==> config.mk <==
export PLATFORM = sky130hd
export DESIGN_NAME = or1200_event_pulser
export DESIGN_NICKNAME = d
export VERILOG_FILES = /design/src/rtl/or1200_event_pkg.sv /design/src/rtl/or1200_evt_popcount.sv /design/src/rtl/or1200_event_pulser.sv
export SDC_FILE = /design/constraint.sdc
export NUM_CORES = 1
export LEC_CHECK = 0
export CAP_MARGIN = 25
export CORE_ASPECT_RATIO = 1.2
export CORE_MARGIN = 1.5
export CORE_UTILIZATION = 50
export DETAILED_ROUTE_END_ITERATION = 6
export PLACE_DENSITY = 0.79
export SLEW_MARGIN = 20
export SYNTH_ARGS = -nofsm -noshare
export SYNTH_HDL_FRONTEND = slang
export SYNTH_SLANG_ARGS = --single-unit
==> constraint.sdc <==
create_clock -name clk -period 6.8 [get_ports clk]
set_input_delay 1.02 -clock clk [delete_from_list [all_inputs] [get_ports clk]]
set_output_delay 1.02 -clock clk [all_outputs]
set_load 0.005 [all_outputs]
==> src/rtl/or1200_event_pkg.sv <==
// Shared constants and helpers for the OR1200 event pulser and the event-status SPR logic.
//   EVT_MAX_SRC  : widest event-source vector supported
//   EVT_GAP_W    : width of the inter-pulse gap counter
//   evt_popcount : number of set bits in an EVT_MAX_SRC-wide vector
package or1200_event_pkg;

    localparam int unsigned EVT_MAX_SRC = 8;
    localparam int unsigned EVT_GAP_W   = 4;

    function automatic logic [3:0] evt_popcount(input logic [EVT_MAX_SRC-1:0] v);
        logic [3:0] c;
        c = '0;
        for (int i = 0; i < EVT_MAX_SRC; i++) begin
            c = c + {3'b000, v[i]};
        end
        return c;
    endfunction

endpackage

==> src/rtl/or1200_evt_popcount.sv <==
// Combinational population count of an NSRC-wide event vector.
//   vec : input bits (NSRC wide, 1..8)
//   cnt : number of set bits in vec (0..NSRC)
module or1200_evt_popcount
    import or1200_event_pkg::*;
#(
    parameter int unsigned NSRC = 4
) (
    input  logic [NSRC-1:0] vec,
    output logic [3:0]      cnt
);

    logic [EVT_MAX_SRC-1:0] padded;

    assign padded = EVT_MAX_SRC'(vec);
    assign cnt    = evt_popcount(padded);

endmodule

==> src/rtl/or1200_event_pulser.sv <==
// Turns enabled rising edges on NSRC level-type event lines into a stream of single-cycle
// increment pulses for the downstream 4-bit event counter. Detected edges are queued in a
// saturating pending counter and drained at most one per cycle, spaced by GAP idle cycles.
//   clk      : system clock, rising edge
//   rst      : synchronous active-high reset
//   src_lvl  : raw event levels
//   src_en   : per-source edge enable
//   ovf_clr  : clears the sticky overflow flag (a coincident new overflow wins)
//   inc      : registered increment pulse
//   pending  : events queued but not yet pulsed
//   overflow : sticky, at least one event was dropped
//   busy     : pending != 0 or inc high (register-only path)
module or1200_event_pulser
    import or1200_event_pkg::*;
#(
    parameter int unsigned NSRC   = 4,
    parameter int unsigned PEND_W = 4,
    parameter int unsigned GAP    = 0
) (
    input  logic              clk,
    input  logic              rst,
    input  logic [NSRC-1:0]   src_lvl,
    input  logic [NSRC-1:0]   src_en,
    input  logic              ovf_clr,
    output logic              inc,
    output logic [PEND_W-1:0] pending,
    output logic              overflow,
    output logic              busy
);

    // Four guard bits are enough for pending + up to 8 arrivals without wrapping.
    localparam int unsigned       SumW    = PEND_W + 4;
    localparam logic [SumW-1:0]   PendMax = SumW'((1 << PEND_W) - 1);
    localparam logic [EVT_GAP_W-1:0] GapLd = EVT_GAP_W'(GAP);

    logic [NSRC-1:0]      prev_q;
    logic [PEND_W-1:0]    pend_q, pend_d;
    logic                 ovf_q, ovf_d;
    logic                 inc_q;
    logic [EVT_GAP_W-1:0] gap_q, gap_d;

    logic [NSRC-1:0] rise;
    logic [3:0]      nrise;
    logic            fire;
    logic [SumW-1:0] sum;
    logic            sat;

    assign rise = src_lvl & ~prev_q & src_en;

    or1200_evt_popcount #(
        .NSRC (NSRC)
    ) u_popcount (
        .vec (rise),
        .cnt (nrise)
    );

    always_comb begin
        fire   = (pend_q != '0) && (gap_q == '0);
        // Arrivals and the drained event are netted in one step.
        sum    = SumW'(pend_q) + SumW'(nrise) - SumW'(fire);
        sat    = sum > PendMax;
        pend_d = sat ? PendMax[PEND_W-1:0] : sum[PEND_W-1:0];

        ovf_d = ovf_q;
        if (ovf_clr) begin
            ovf_d = 1'b0;
        end
        if (sat) begin
            ovf_d = 1'b1;
        end

        gap_d = gap_q;
        if (fire) begin
            gap_d = GapLd;
        end else if (gap_q != '0) begin
            gap_d = gap_q - 1'b1;
        end
    end

    always_ff @(posedge clk) begin
        if (rst) begin
            // Track levels during reset so lines already high at release are not events.
            prev_q <= src_lvl;
            pend_q <= '0;
            ovf_q  <= 1'b0;
            inc_q  <= 1'b0;
            gap_q  <= '0;
        end else begin
            prev_q <= src_lvl;
            pend_q <= pend_d;
            ovf_q  <= ovf_d;
            inc_q  <= fire;
            gap_q  <= gap_d;
        end
    end

    assign inc      = inc_q;
    assign pending  = pend_q;
    assign overflow = ovf_q;
    assign busy     = (pend_q != '0) || inc_q;

endmodule

==> results.cfg <==
[run_status]
status = completed

[logic_synthesis]
netlist.area_leader.share = 0.332
avgSynthCellArea_um2 = 8.98
syn-num-nets = 120
synth-seq-cells = 14
ys_dominant_reg_cell = dfxtp_1
async_flop_share = 0
yosys-top-cells-count = inv_1, dfxtp_1, ha_1, nor2_1, a21oi_1
synth_edf_count = 0
synth_cell_type_count = 28
synth.top_cells.by_area = dfxtp_1, ha_1, inv_1
ys_warn_count = 0
yosysSeqAreaShare = 0.332
synth.most_common_cell = inv_1
synth_top_cell_by_area = dfxtp_1
synth_area_um2 = 845
synthCells = 94

[drt]
num_vias = 689
vias_per_cell = 5.22
drtIter0Drc = 7
wl_per_cell_um = 11.8
drtAntennaViolNets = 0
drcViolationCount = 0
wl_mm = 1.55
drt-pass1-iter-count = 4

[die]
die_height_um = 48.0
core_um2 = 1600
die_w_um = 40.5
initial_core_util = 0.527
io_pins = 18
std_cell_rows = 16
design.die.area_um2 = 1950

[sta]
hold-worst-slack_ns = 0.516
worstMarginPinSlew_ns = 0.567
maxSlewViolCount = 0
slew_headroom = 0.618
period_minus_slack_ns = 4.20
fmaxAchievable_mhz = 238
timing_hold_violations_final = 0
final.setup.tns_ns = 0
skew_ns = 0.00582
rsz0062_at_grt = false
setup_viol = 0
fin_crit_sh = 0.618

[power_and_ir_drop]
p_leak_nw = 0.511
vdd_drop_max_uv = 263
power_density_nw_per_um2 = 519

[cts]
hold_buffers = 0
clkSinkCount = 14
cts_tree = built
path_clk_slew_ns = 0.09
clockRootBuffer = clkbuf_4
htree_num_levels = 1
clockBufferDepth = 2
worstSkewPairLatency_ns = 0.29
cts_made_buffers = 3
post-cts-setup-buffers = 0
post_cts_resize_count = 0

[grt]
antenna_found_initial = 0
grt-ovfl-total = 0
grt_pass1_vias = 614
grt_pass1_wl_mm = 2.41
track_usage = 0.184
grt_max_degree = 14

[final_layout]
drive_gt1_frac = 0.0702
final_nets = 141
syn2layout_area_growth_pct = 26.7
seqCellArea_um2 = 280
post-route-util = 0.668
multi_input_area_um2 = 497
insertedDiodeCount = 0
nFillCells = 146

[placed_design]
port_buffers = 17
post-dp-hpwl_mm = 1.27
routabilityCongestion = 0.853

[critical_path]
end_kind = register
worstSetupPathType = input port to register
worstPathRequired_ns = 6.93
worstPathArrival_ns = 4.34
crit_fanout = 5
r2r_setup_slack_ns = 3.44
startpoint_type = input port

[run]
maxCapViolCount = 0

[min_path]
hp-class = register to register
layer usage:
| layer | part of all wire | global-route usage |
|---|---|---|
| met5 | 0 | 0 |
| met1 | 0.43 | 0.224 |
| met3 | 0.050 | 0.0419 |
| met4 | 0.016 | 0.0600 |
| met2 | 0.51 | 0.314 |
stage by stage:
stage                     std cells  area, um2  power (mW)  setup WS [ns]
final                           132       1070       0.555           2.60
after global routing            132       1070       0.610           2.40
after CTS                       132       1070       0.557           2.57
after detailed placement        128       1030       0.493           2.31
after global placement          128       1030       0.472           2.41
after floorplan                  94        845       0.390           2.94
critical path, cell delays in order:
cell	delay, ns
clkdlybuf4s50_1	0.41
and3b_1	0.18
ha_1	0.30
fa_1	0.51
inv_1	0.04
ha_1	0.26
inv_1	0.06
ha_1	0.17
inv_1	0.06
fa_1	0.38
nand2b_1	0.15
a21oi_1	0.16
mux2i_1	0.46
o211ai_1	0.17
path summary, 6_finish.rpt:
kind | from | end | cells past startpoint
setup / recovery | src_lvl[0] | pending[1]$_SDFF_PP0_ | 14
hold / removal | overflow$_SDFFE_PP0P_ | overflow$_SDFFE_PP0P_ | 2
setup reg to reg | prev_q[0]$_DFF_P_ | pending[1]$_SDFF_PP0_ | 13
hold reg to reg | overflow$_SDFFE_PP0P_ | overflow$_SDFFE_PP0P_ | 2
cell usage in the layout, fill, tap and decap left out, types with 2 or more instances in the layout:
| cell | synthesis | layout |
|---|---|---|
| fa_1 | 2 | 2 |
| clkbuf_4 | 0 | 3 |
| nand2_1 | 3 | 3 |
| nor3_1 | 3 | 3 |
| a21oi_1 | 4 | 4 |
| clkdlybuf4s50_1 | 0 | 17 |
| inv_1 | 17 | 17 |
| nand2b_1 | 2 | 2 |
| nor3b_1 | 2 | 2 |
| nor2_1 | 13 | 13 |
| dfxtp_1 | 14 | 14 |
| ha_1 | 13 | 13 |
| o211ai_1 | 2 | 2 |
| and3b_1 | 3 | 3 |
registers in the layout (all words and copies together) (netlist names):
signal and count:
prev_q 4, gap_q 4, pending 4, inc 1, overflow 1
report_power, final:
group	switching [mW]	internal (mW)	total [mW]
sequential	0.0296	0.116	0.146
combinational	0.172	0.175	0.347
clock	0.0291	0.0326	0.0617
kinds of logic (layout without fill, tap and decap cells):
| logic type | after synthesis | after routing | synth area share |
|---|---|---|---|
| adder cells (fa/ha/maj) | 15 | 15 | 0.240 |
| buffers and inverters | 18 | 38 | 0.0800 |
| multiplexers | 1 | 1 | 0.0119 |
| flip-flops | 14 | 14 | 0.332 |
| AO/OA/AOI/OAI | 11 | 11 | 0.0963 |
| AND/OR/NAND/NOR | 33 | 33 | 0.219 |
| XOR/XNOR | 2 | 2 | 0.0207 |
cell type report:
| class | instances | area share |
|---|---|---|
| Sequential cell | 14 | 0.262 |
| Timing Repair Buffer | 17 | 0.159 |
| Multi-Input combinational cell | 62 | 0.464 |
| Clock buffer | 4 | 0.0339 |
| Tap cell | 18 | 0.0211 |
| Inverter | 17 | 0.0596 |
(Power assumes the default switching activity.)
